<file path="config.mk">
export PLATFORM = sky130hd
export DESIGN_NAME = spi_frame_loader_flat
export DESIGN_NICKNAME = d
export VERILOG_FILES = /design/src/rtl/spi_frame_loader_if.sv /design/src/rtl/spi_frame_loader.sv /design/src/flat_wrapper.sv
export SDC_FILE = /design/constraint.sdc
export NUM_CORES = 1
export LEC_CHECK = 0
export ABC_CLOCK_PERIOD_IN_PS = 5800
export BUFFER_PORTS_ARGS = -buffer_cell sky130_fd_sc_hd__buf_4
export CORE_MARGIN = 2
export CORE_UTILIZATION = 45
export CTS_CLUSTER_DIAMETER = 150
export DETAILED_ROUTE_END_ITERATION = 8
export PLACE_DENSITY = 0.68
export SYNTH_ARGS = -nofsm -noshare
export SYNTH_HDL_FRONTEND = slang
export SYNTH_SLANG_ARGS = --single-unit
</file>
<file path="constraint.sdc">
create_clock -name clk -period 5.8 [get_ports clk]
set_clock_uncertainty 0.2 [all_clocks]
set_input_delay 0.29 -clock clk [delete_from_list [all_inputs] [get_ports clk]]
set_output_delay 0.29 -clock clk [all_outputs]
set_load 0.005 [all_outputs]
</file>
<file path="src/rtl/spi_frame_loader_if.sv">
// Pixel handshake between spi_frame_loader (master) and the SRAM wrapper's SPI image port (slave).
interface spi_frame_loader_if #(
    parameter int unsigned PRECISION = 11
);
    logic                        spi_pixel_ready;
    logic                        spi_pixel_read;
    logic [15:0]                 spi_pixel_in;
    logic signed [PRECISION:0]   spi_pixel_x;
    logic signed [PRECISION:0]   spi_pixel_y;

    modport master (
        output spi_pixel_ready,
        output spi_pixel_in,
        output spi_pixel_x,
        output spi_pixel_y,
        input  spi_pixel_read
    );

    modport slave (
        input  spi_pixel_ready,
        input  spi_pixel_in,
        input  spi_pixel_x,
        input  spi_pixel_y,
        output spi_pixel_read
    );
endinterface

</file>
<file path="src/rtl/spi_frame_loader.sv">
// Assembles SPI byte pairs into RGB565 pixels tagged with raster x/y and buffers them in a small FIFO.
// Optional build macro SPI_LOADER_LITTLE_ENDIAN_EN: first byte of each pair is the low byte.
module spi_frame_loader #(
    parameter int unsigned X_RES      = 800,
    parameter int unsigned Y_RES      = 600,
    parameter int unsigned PRECISION  = 11,
    parameter int unsigned FIFO_DEPTH = 4
) (
    input  logic                       clk,
    input  logic                       rst,
    input  logic                       frame_start,
    input  logic                       byte_valid,
    input  logic [7:0]                 byte_data,
    spi_frame_loader_if.master         pix,
    output logic                       frame_done,
    output logic                       overflow
);

    localparam int unsigned AW = (FIFO_DEPTH > 1) ? $clog2(FIFO_DEPTH) : 1;
    localparam int unsigned PW = AW + 1;
    localparam int unsigned CW = PRECISION;

    typedef enum logic [1:0] {
        ST_IDLE,
        ST_RECV,
        ST_DONE
    } state_t;

    state_t           r_state;
    logic             r_phase;
    logic [7:0]       r_first;
    logic [CW-1:0]    r_x;
    logic [CW-1:0]    r_y;
    logic             r_frame_done;
    logic             r_overflow;

    logic [PW-1:0]    r_wr;
    logic [PW-1:0]    r_rd;
    logic [15:0]      r_mem_pix [FIFO_DEPTH];
    logic [CW-1:0]    r_mem_x   [FIFO_DEPTH];
    logic [CW-1:0]    r_mem_y   [FIFO_DEPTH];
    logic             r_ready;
    logic [15:0]      r_head_pix;
    logic [CW-1:0]    r_head_x;
    logic [CW-1:0]    r_head_y;

    logic [15:0]      w_pixel;
    logic             w_complete;
    logic             w_empty;
    logic             w_full;
    logic             w_pop;
    logic             w_push;
    logic             w_drop;
    logic             w_x_last;
    logic             w_y_last;
    logic             w_last;
    logic [PW-1:0]    w_wr_next;
    logic [PW-1:0]    w_rd_next;
    logic             w_head_from_push;

`ifdef SPI_LOADER_LITTLE_ENDIAN_EN
    assign w_pixel = {byte_data, r_first};
`else
    assign w_pixel = {r_first, byte_data};
`endif

    // A restart strobe pre-empts any pixel completion in the same cycle.
    assign w_complete = (r_state == ST_RECV) && !frame_start && byte_valid && r_phase;

    assign w_empty   = (r_wr == r_rd);
    assign w_full    = (r_wr[AW] != r_rd[AW]) && (r_wr[AW-1:0] == r_rd[AW-1:0]);
    assign w_pop     = pix.spi_pixel_read && !w_empty;
    assign w_push    = w_complete && (!w_full || w_pop);
    assign w_drop    = w_complete && !w_push;

    assign w_x_last  = (r_x == CW'(X_RES - 1));
    assign w_y_last  = (r_y == CW'(Y_RES - 1));
    assign w_last    = w_complete && w_x_last && w_y_last;

    assign w_wr_next = r_wr + PW'(w_push);
    assign w_rd_next = r_rd + PW'(w_pop);

    // Next head slot equals the slot being written only when the FIFO drains to empty this cycle.
    assign w_head_from_push = w_push && (w_rd_next[AW-1:0] == r_wr[AW-1:0]);

    // Frame/byte sequencing, raster counters and status flags.
    always_ff @(posedge clk or posedge rst) begin
        if (rst) begin
            r_state      <= ST_IDLE;
            r_phase      <= 1'b0;
            r_first      <= 8'd0;
            r_x          <= '0;
            r_y          <= '0;
            r_frame_done <= 1'b0;
            r_overflow   <= 1'b0;
        end else begin
            r_frame_done <= w_last;
            if (w_drop) begin
                r_overflow <= 1'b1;
            end
            if (frame_start) begin
                r_state    <= ST_RECV;
                r_x        <= '0;
                r_y        <= '0;
                r_overflow <= 1'b0;
                r_phase    <= byte_valid;
                if (byte_valid) begin
                    r_first <= byte_data;
                end
            end else begin
                case (r_state)
                    ST_RECV: begin
                        if (byte_valid) begin
                            if (!r_phase) begin
                                r_first <= byte_data;
                                r_phase <= 1'b1;
                            end else begin
                                r_phase <= 1'b0;
                                if (w_x_last) begin
                                    r_x <= '0;
                                    r_y <= w_y_last ? '0 : r_y + CW'(1);
                                end else begin
                                    r_x <= r_x + CW'(1);
                                end
                                if (w_x_last && w_y_last) begin
                                    r_state <= ST_DONE;
                                end
                            end
                        end
                    end
                    default: begin
                    end
                endcase
            end
        end
    end

    // FIFO storage; contents need no reset since pointers gate validity.
    always_ff @(posedge clk) begin
        if (w_push) begin
            r_mem_pix[r_wr[AW-1:0]] <= w_pixel;
            r_mem_x[r_wr[AW-1:0]]   <= r_x;
            r_mem_y[r_wr[AW-1:0]]   <= r_y;
        end
    end

    // Pointers and registered head presentation.
    always_ff @(posedge clk or posedge rst) begin
        if (rst) begin
            r_wr       <= '0;
            r_rd       <= '0;
            r_ready    <= 1'b0;
            r_head_pix <= 16'd0;
            r_head_x   <= '0;
            r_head_y   <= '0;
        end else begin
            r_wr    <= w_wr_next;
            r_rd    <= w_rd_next;
            r_ready <= (w_wr_next != w_rd_next);
            if (w_head_from_push) begin
                r_head_pix <= w_pixel;
                r_head_x   <= r_x;
                r_head_y   <= r_y;
            end else begin
                r_head_pix <= r_mem_pix[w_rd_next[AW-1:0]];
                r_head_x   <= r_mem_x[w_rd_next[AW-1:0]];
                r_head_y   <= r_mem_y[w_rd_next[AW-1:0]];
            end
        end
    end

    assign pix.spi_pixel_ready = r_ready;
    assign pix.spi_pixel_in    = r_head_pix;
    assign pix.spi_pixel_x     = $signed({1'b0, r_head_x});
    assign pix.spi_pixel_y     = $signed({1'b0, r_head_y});
    assign frame_done          = r_frame_done;
    assign overflow            = r_overflow;

endmodule

</file>
<file path="src/flat_wrapper.sv">
// flat-port wrapper written by rule: the top's interface ports become plain ports
module spi_frame_loader_flat 
#(
    parameter int unsigned X_RES      = 800,
    parameter int unsigned Y_RES      = 600,
    parameter int unsigned PRECISION  = 11,
    parameter int unsigned FIFO_DEPTH = 4
)
  (clk, rst, frame_start, byte_valid, byte_data, frame_done, overflow, pix_spi_pixel_ready, pix_spi_pixel_in, pix_spi_pixel_x, pix_spi_pixel_y, pix_spi_pixel_read);
  spi_frame_loader_if #(.PRECISION(PRECISION)) pix_i ();
  input  logic clk;
  input  logic rst;
  input  logic frame_start;
  input  logic byte_valid;
  input  logic [7:0] byte_data;
  output logic frame_done;
  output logic overflow;
  output wire logic [$bits(pix_i.spi_pixel_ready)-1:0] pix_spi_pixel_ready;
  output wire logic [$bits(pix_i.spi_pixel_in)-1:0] pix_spi_pixel_in;
  output wire logic [$bits(pix_i.spi_pixel_x)-1:0] pix_spi_pixel_x;
  output wire logic [$bits(pix_i.spi_pixel_y)-1:0] pix_spi_pixel_y;
  input wire logic [$bits(pix_i.spi_pixel_read)-1:0] pix_spi_pixel_read;
  assign pix_spi_pixel_ready = pix_i.spi_pixel_ready;
  assign pix_spi_pixel_in = pix_i.spi_pixel_in;
  assign pix_spi_pixel_x = pix_i.spi_pixel_x;
  assign pix_spi_pixel_y = pix_i.spi_pixel_y;
  assign pix_i.spi_pixel_read = pix_spi_pixel_read;
  spi_frame_loader #(.X_RES(X_RES), .Y_RES(Y_RES), .PRECISION(PRECISION), .FIFO_DEPTH(FIFO_DEPTH)) u_core (.clk(clk), .rst(rst), .frame_start(frame_start), .byte_valid(byte_valid), .byte_data(byte_data), .pix(pix_i), .frame_done(frame_done), .overflow(overflow));
endmodule
</file>
==> impl_metrics.yaml, run 1 <==
yosys:
  synthArstFlopShare_pct: 34.5
  synth-seq-area-share_pct: 72.3
  synth_area_um2: 9080
  yosysUniqueCellTypes: 58
  synth.top_cell.area_share_pct: 50.3
  ys_warn_count: 0
  synth_cells: 481
  ys_top_cells_by_area: "edfxtp_1 50%, dfrtp_1 22%, mux4_2 9.4%"
  yosysTopAreaCell: "edfxtp_1"
  syn-mean-instance-area_um2: 18.9
  ys_seq_elements: 232
  synth_top_flop_cell: "edfxtp_1"
  synth_edf_count: 152
floorplan:
  num_io_pins: 56
  die_h_um: 146
  die_x_um: 146
  coreArea_um2: 19700
  die_area_um2: 21300
  initial_core_util_pct: 46.2
  rows: 51
worst_setup_path:
  crit_fanout: 22
  r2r_slack_ns: 2.32
  r2r_start: "u_core.r_wr[0]$_DFF_PP0_"
  cp.arrival_ns: 3.65
  worstSetupStartpoint: "u_core.r_wr[0]$_DFF_PP0_"
  endpoint_kind: "flip-flop"
  r2r_end: "u_core.pix.spi_pixel_in[10]$_DFF_PP0_"
  critPathKind: "reg -> reg"
  worstRegToRegCells: 7
  cp_data_required_time_ns: 5.97
  cp-start-kind: "flip-flop"
  cp-endpoint: "u_core.pix.spi_pixel_in[10]$_DFF_PP0_"
drt:
  post_drt_wl_per_cell_um: 20.5
  wirelength_um: 17400
  via_per_inst: 5.53
  route.antenna.remaining_nets: 0
  vias: 4694
  drc_errors: 0
  drt-pass1-iter-count: 4
  drt_iter0_markers: 323
layout:
  final_common_cell: "edfxtp_1"
  syn_to_final_growth_pct: 18.3
  nets: 585
  nFillCells: 1544
  final_cell_mix: "152 x edfxtp_1, 80 x dfrtp_1, 66 x buf_4"
  multiInputGateArea_um2: 2400
  drive_above_1_share_pct: 30.7
  regArea_um2: 6570
  diodes: 0
global_routing:
  grt_use_met3_pct: 2.25
  busiest_layer: "met2"
  grt_use_met2_pct: 27.4
  grtUsageMet1_pct: 23.6
  grt_max_degree: 81
  grt_util_all_layers_pct: 16.6
  grt_pass1_vias: 5009
  gr-total-overflow: 0
  grt_pass1_wl_um: 28000
  antenna_found_initial: 0
timing:
  timing.fmax_mhz: 288
  fin_crit_sh_pct: 60.0
  setup_tns_ns: 0
  setup_viol: 0
  period_needed_ns: 3.48
  slew_viol_final: 0
  rsz0062_at_grt: "no"
  hold_violations: 0
  relSlewSlack_pct: 24.2
  tightest_slew_ns: 1.14
min_path:
  hp-class: "reg -> reg"
  whs_path_depth: 1
power:
  leakage_uw: 0.00404
  power_frac_clock_pct: 30.4
  peakVddDrop_mv: 0.236
  p_total_uw: 5050
  internal-power_uw: 3710
  p_seq_share_pct: 41.6
  swShare_pct: 26.5
  switchingPower_uw: 1340
  comb_power_share_pct: 28.0
  p_per_area_nw_per_um2: 470
clock_network:
  clockBufferDepth: 3
  clk_latency_ns: 0.50
  h-tree-depth: 1
  cts-root-buf: "clkbuf_16"
  clkSinkCount: 232
  numCtsBuffers: 24
  path_clk_slew_ns: 0.06
  cts_tree: "yes"
place:
  io_buffers: 53
  gp_congestion: 0.807
  place_hpwl_um: 10100
run:
  cap_viol_max_count: 0
run_status:
  status: "finished clean"
## cells by family after synthesis
group	Yosys count	synth area share, %
compound gates	44	3.49
xor+xnor	15	1.45
fa+ha+maj	6	0.827
buf+inv	28	1.59
flops	232	72.3
mux	85	15.2
other cells	1	0.0413
simple gates	70	5.02
## timing repair
action / in CTS / in global routing
resized for setup: 0 / 0
hold buffers: 12 / 0
setup buffers: 0 / 0
hold endpoints to repair: 69 / 0
## how the worst min path moves through the flow
stage               slack, ns                      from                          endpoint
finish                   0.34  u_core.r_wr[2]$_DFF_PP0_          u_core.r_wr[2]$_DFF_PP0_
global route             0.34              byte_data[7]  u_core.r_mem_pix[1][7]$_DFFE_PP_
CTS                      0.33  u_core.r_rd[2]$_DFF_PP0_          u_core.r_rd[2]$_DFF_PP0_
detailed placement       0.32  u_core.r_wr[2]$_DFF_PP0_          u_core.r_wr[2]$_DFF_PP0_
global placement         0.31              byte_data[7]  u_core.r_mem_pix[0][7]$_DFFE_PP_
floorplan                0.19              byte_data[0]  u_core.r_mem_pix[0][0]$_DFFE_PP_
## metal layers
layer / share of wire, % / routed length [um]
met4: 1.5 / 256
met1: 45 / 7810
met3: 4.0 / 697
met5: 0 / 0
met2: 50 / 8640
## power by group through the flow
stage                     logic [uW]  clock network (uW)  registers (uW)
after global routing            1530                1640            2120
after CTS                       1450                1570            2100
after floorplan                  985                   0            2120
after global placement          1410                   0            2130
after detailed placement        1430                   0            2130
final                           1410                1540            2100
## final cells by class
type,count,share of cell area (%)
clock inverters,13,1.32
repair buffers,78,5.73
well taps,265,3.09
flip-flops and latches,232,61.1
clock buffers,31,6.13
inverters,8,0.291
multi-input cells,222,22.3
## Yosys cell counts (3+ instances only)
cell and n:
or3_1 4, mux4_2 38, nand2_1 10, edfxtp_1 152, inv_1 7, nor2_1 9, xor2_1 14, nand3_1 9
a21oi_1 6, nor3b_1 4, mux2_2 26, dfrtp_1 80, o2111ai_1 3, buf_4 4, mux2_1 20, o21ai_0 6
o31ai_1 6, clkbuf_1 6, and3_1 5, and2_1 4, ha_1 6, o211ai_1 8, nand4_1 4, buf_2 7
## sequential cells by signal, indices dropped and copies added (netlist names), 2 cells and up
| signal | count |
|---|---|
| u_core.r_wr | 3 |
| u_core.r_rd | 3 |
| u_core.r_state | 2 |
| u_core.r_head_x | 11 |
| u_core.r_y | 11 |
| u_core.r_mem_pix | 64 |
| u_core.r_mem_y | 44 |
| u_core.r_x | 11 |
| u_core.r_first | 8 |
| u_core.r_head_y | 11 |
| u_core.pix.spi_pixel_in | 16 |
| u_core.r_mem_x | 44 |
## through the flow
stage	utilization, %	instances	setup WS [ns]	hold WS (ns)	instance area (um2)
3_5_place_dp	50.0	793	2.28	0.317	9820
3_3_place_gp	50.0	793	2.38	0.311	9820
2_1_floorplan	-	482	1.23	0.189	9080
6_report	54.7	849	2.32	0.335	10700
4_1_cts	54.7	849	2.25	0.331	10700
5_1_grt	54.7	849	2.00	0.340	10700
## worst max-delay path, cell delays in order (launching register included)
cell	delay, ns
dfrtp_1	0.49
xor2_1	0.26
nor2_1	0.08
a21boi_0	0.21
ha_2	0.68
buf_4	0.53
mux4_2	0.56
mux2_1	0.31
Power figures use the tool's default switching activity.
==> run 2, diff against run 1 <==
--- a/config.mk
+++ b/config.mk
@@ -5,7 +5,7 @@
 export SDC_FILE = /design/constraint.sdc
 export NUM_CORES = 1
 export LEC_CHECK = 0
-export ABC_CLOCK_PERIOD_IN_PS = 5800
+export ABC_CLOCK_PERIOD_IN_PS = 3300
 export BUFFER_PORTS_ARGS = -buffer_cell sky130_fd_sc_hd__buf_4
 export CORE_MARGIN = 2
 export CORE_UTILIZATION = 45
==> constraint.sdc (replaced) <==
create_clock -name clk -period 3.3 [get_ports clk]
set_clock_uncertainty 0.2 [all_clocks]
set_input_delay 0.165 -clock clk [delete_from_list [all_inputs] [get_ports clk]]
set_output_delay 0.165 -clock clk [all_outputs]
set_load 0.005 [all_outputs]
==> impl_metrics.yaml, run 2 (same netlist as run 1, synthesis figures left out) <==
run_status:
  status: "finished clean"
layout:
  final_cell_mix: "152 x edfxtp_1, 80 x dfrtp_1, 69 x buf_4"
  nets: 590
  diodes: 0
  largest_reg_flops: 64
  syn_to_final_growth_pct: 19.2
  final_common_cell: "edfxtp_1"
  drive_above_1_share_pct: 31.5
worst_setup_path:
  endpoint_kind: "flip-flop"
  crit_fanout: 32
  cp_data_required_time_ns: 3.48
  cp.arrival_ns: 3.15
  critPathKind: "reg -> reg"
  cp-start-kind: "flip-flop"
  worstRegToRegCells: 7
drt:
  route.antenna.remaining_nets: 0
  drc_errors: 0
  post_drt_wl_per_cell_um: 20.0
  wirelength_um: 17100
  drt-pass1-iter-count: 4
  vias: 4640
  via_per_inst: 5.45
  drt_iter0_markers: 298
timing:
  slew_viol_final: 0
  fin_crit_sh_pct: 90.3
  hold_violations: 0
  relSlewSlack_pct: 31.2
  rsz0062_at_grt: "no"
  timing.fmax_mhz: 336
  period_needed_ns: 2.98
  tightest_slew_ns: 1.03
  setup_viol: 0
  holdWs_ns: 0.231
clock_network:
  post_cts_resized: 0
  cts_tree: "yes"
  clk_latency_ns: 0.50
  path_clk_slew_ns: 0.06
  clockBufferDepth: 3
  h-tree-depth: 1
  clkSinkCount: 232
  cts-root-buf: "clkbuf_16"
  numCtsBuffers: 23
global_routing:
  antenna_found_initial: 0
  grt_pass1_wl_um: 28200
  gr-total-overflow: 0
  grt_util_all_layers_pct: 16.7
  grt_max_degree: 54
  grt_pass1_vias: 5076
min_path:
  hp-class: "in -> async"
run:
  cap_viol_max_count: 0
floorplan:
  rows: 51
  die_area_um2: 21300
  die_h_um: 146
  num_io_pins: 56
  die_x_um: 146
  coreArea_um2: 19700
  initial_core_util_pct: 46.2
power:
  peakVddDrop_mv: 0.433
  leakage_uw: 0.00408
  p_per_area_nw_per_um2: 823
  p_total_uw: 8900
place:
  place_hpwl_um: 10100
  gp_congestion: 0.807
  io_buffers: 53
run 2: cell count changes in the layout (fill, tap and decap cells not counted), sizes merged:
cell | previous run | this run
buf | 66 | 72
bufinv | 3 | 4
inv | 7 | 8
clkbuf | 31 | 32
clkinv | 10 | 5
clkinvlp | 1 | 0
run 2: path summary, 6_finish.rpt:
| kind | from | to | slack [ns] |
|---|---|---|---|
| max | u_core.r_wr[0]$_DFF_PP0_ | u_core.pix.spi_pixel_in[11]$_DFF_PP0_ | 0.32 |
| min | rst | u_core.pix.spi_pixel_in[14]$_DFF_PP0_ | 0.23 |
| max reg2reg | u_core.r_wr[0]$_DFF_PP0_ | u_core.pix.spi_pixel_in[11]$_DFF_PP0_ | 0.32 |
| min reg2reg | u_core.r_rd[2]$_DFF_PP0_ | u_core.r_rd[2]$_DFF_PP0_ | 0.32 |
| max in group asynchronous | rst | u_core.r_head_x[3]$_DFF_PP0_ | 1.86 |
| min in group clk | byte_data[6] | u_core.r_mem_pix[3][6]$_DFFE_PP_ | 0.23 |
run 2: routing by layer:
metal | track usage [%] | vias up | wire (um)
li1 | - | 2092 | -
met1 | 22.8 | 2430 | 7590
met2 | 28.2 | 102 | 8580
met3 | 2.53 | 16 | 660
met4 | 4.61 | 0 | 237
met5 | 0 | - | 0
run 2: critical path, stage by stage (launching register included):
cell,delay (ns)
dfrtp_1,0.46
xor2_1,0.21
nor2_1,0.12
a21boi_0,0.10
ha_2,0.57
buf_12,0.32
mux4_2,0.54
mux2_1,0.30
run 2: what timing repair did:
item / 4_1_cts / 5_1_grt
hold buffers: 12 / 0
setup buffers: 0 / 0
endpoints found under the hold margin: 108 / 0
run 2: cell type report:
class	count	area (um2)
Tap cell	265	332
Inverter	8	31.3
Timing Repair Buffer	84	698
Sequential cell	232	6570
Clock buffer	32	639
Multi-Input combinational cell	222	2400
Clock inverter	9	153
Fill cell	1543	8840
run 2: metrics by stage:
stage / cells / util (%) / instance area, um2 / TNS (ns) / setup WS, ns
after floorplan: 482 / - / 9080 / -134.44 / -1.27
after global placement: 799 / 50.4 / 9900 / 0 / 0.352
after detailed placement: 799 / 50.4 / 9900 / 0 / 0.291
after CTS: 852 / 55.0 / 10800 / 0 / 0.268
after global routing: 852 / 55.0 / 10800 / 0 / 0.145
final: 852 / 55.0 / 10800 / 0 / 0.322
run 2: where the power goes:
group          switching (uW)  total (uW)  leakage (uW)  internal [uW]
Sequential                177        3680       0.00248           3500
Clock                    1020        2690      0.000389           1670
Combinational            1100        2530       0.00120           1430
==> run 3, diff against run 2 <==
--- a/config.mk
+++ b/config.mk
@@ -6,7 +6,7 @@
 export NUM_CORES = 1
 export LEC_CHECK = 0
 export ABC_CLOCK_PERIOD_IN_PS = 3300
-export BUFFER_PORTS_ARGS = -buffer_cell sky130_fd_sc_hd__buf_4
+export BUFFER_PORTS_ARGS = -buffer_cell sky130_fd_sc_hd__buf_2
 export CORE_MARGIN = 2
 export CORE_UTILIZATION = 45
 export CTS_CLUSTER_DIAMETER = 150
==> impl_metrics.yaml, run 3 (same netlist as run 1, synthesis figures left out) <==
run_status:
  status: "finished clean"
layout:
  diodes: 0
  largest_reg_flops: 64
  final_common_cell: "edfxtp_1"
  syn_to_final_growth_pct: 17.7
  nets: 588
  drive_above_1_share_pct: 31.0
  final_cell_mix: "152 x edfxtp_1, 80 x dfrtp_1, 53 x buf_2"
  layout.cells.non_filler: 852
global_routing:
  grt_util_all_layers_pct: 16.3
  grt_pass1_wl_um: 27500
  antenna_found_initial: 0
  grt_pass1_vias: 4948
  grt_max_degree: 52
  gr-total-overflow: 0
drt:
  drc_errors: 0
  drt-pass1-iter-count: 4
  vias: 4653
  via_per_inst: 5.46
  route.antenna.remaining_nets: 0
  drt_iter0_markers: 448
  wirelength_um: 16800
  post_drt_wl_per_cell_um: 19.7
min_path:
  hp-class: "in -> async"
run:
  cap_viol_max_count: 0
power:
  leakage_uw: 0.00402
  peakVddDrop_mv: 0.438
  p_per_area_nw_per_um2: 816
floorplan:
  initial_core_util_pct: 46.2
  num_io_pins: 56
  rows: 51
  die_x_um: 146
  die_area_um2: 21300
  die_h_um: 146
  coreArea_um2: 19700
clock_network:
  path_clk_slew_ns: 0.06
  cts-root-buf: "clkbuf_16"
  cts_tree: "yes"
  h-tree-depth: 1
  clk_latency_ns: 0.51
  clockBufferDepth: 3
  numCtsBuffers: 24
  clkSinkCount: 232
  cts_setup_buffers: 0
worst_setup_path:
  crit_chain: "xor2_1 > nor2_1 > a21boi_0 > ha_2 > buf_12 > mux4_2 > mux2_1"
  cp_data_required_time_ns: 3.49
  critPathKind: "reg -> reg"
  slowest_delay_ns: 0.63
  path_buf_inv: 1
  slowest_stage: "ha_2"
  crit_fanout: 21
  cp-start-kind: "flip-flop"
  path_delay_family: "multiplexers"
  endpoint_kind: "flip-flop"
  cp.arrival_ns: 3.19
place:
  place_hpwl_um: 9600
  io_buffers: 53
  gp_congestion: 0.845
  placed_cells: 796
timing:
  relSlewSlack_pct: 37.1
  hold_violations: 0
  timing.fmax_mhz: 333
  setup_viol: 0
  period_needed_ns: 3.00
  rsz0062_at_grt: "no"
  slew_viol_final: 0
  holdWs_ns: 0.175
  fin_crit_sh_pct: 91.0
  tightest_slew_ns: 0.944
run 3: cell count changes in the layout (fill, tap and decap cells not counted), moves of 2 or more:
cell	change
clkinv_1	+3
buf_4	-60
bufinv_16	-2
buf_12	+4
clkinv_2	+2
buf_2	+53
clkbuf_8	-2
run 3: area by class of cell:
cell class | instances | area (um2)
sequential | 232 | 6570
multi-input combinational | 222 | 2400
inverter | 8 | 31.3
clock inverter | 13 | 129
clock buffer | 31 | 637
fill | 1550 | 8970
tap | 265 | 332
timing repair buffer | 81 | 593
run 3: worst min-delay path, delay by kind of cell:
kind / cells / cell delay [ns]
buf+inv: 3 / 1.26
run 3: layer usage:
| layer | share of wire (%) | global-route usage [%] |
|---|---|---|
| met3 | 4.2 | 2.28 |
| met1 | 44 | 22.3 |
| met2 | 50 | 27.5 |
| met4 | 1.9 | 4.76 |
| met5 | 0 | 0 |
run 3: path summary, 6_finish.rpt:
| check | to | slack [ns] | cells past startpoint | from |
|---|---|---|---|---|
| hold / removal | u_core.pix.spi_pixel_in[6]$_DFF_PP0_ | 0.17 | 3 | rst |
| min in group clk | u_core.r_mem_pix[1][3]$_DFFE_PP_ | 0.25 | 2 | byte_data[3] |
| setup reg to reg | u_core.pix.spi_pixel_in[11]$_DFF_PP0_ | 0.30 | 7 | u_core.r_wr[0]$_DFF_PP0_ |
| max in group asynchronous | u_core.r_head_y[9]$_DFF_PP0_ | 1.90 | 4 | rst |
| hold reg to reg | u_core.r_rd[2]$_DFF_PP0_ | 0.33 | 1 | u_core.r_rd[2]$_DFF_PP0_ |
| setup / recovery | u_core.pix.spi_pixel_in[11]$_DFF_PP0_ | 0.30 | 7 | u_core.r_wr[0]$_DFF_PP0_ |
run 3: timing repair:
| action | 4_1_cts | 5_1_grt |
|---|---|---|
| hold endpoints to repair | 104 | 0 |
| resized for setup | 0 | 0 |
| hold buffers | 12 | 0 |
run 3: report_power, final:
group / switching [uW] / internal, uW
sequential: 160 / 3500
combinational: 1110 / 1360
clock: 1070 / 1530
run 3: through the flow:
step | utilization (%) | power [uW] | area [um2] | setup WS [ns] | setup TNS, ns
global route | 54.4 | 9140 | 10700 | 0.0806 | 0
finish | 54.4 | 8720 | 10700 | 0.296 | 0
floorplan | - | 5450 | 9080 | -1.27 | -134.44
global placement | 49.9 | 6170 | 9800 | 0.353 | 0
CTS | 54.4 | 8850 | 10700 | 0.241 | 0
detailed placement | 49.9 | 6230 | 9800 | 0.287 | 0
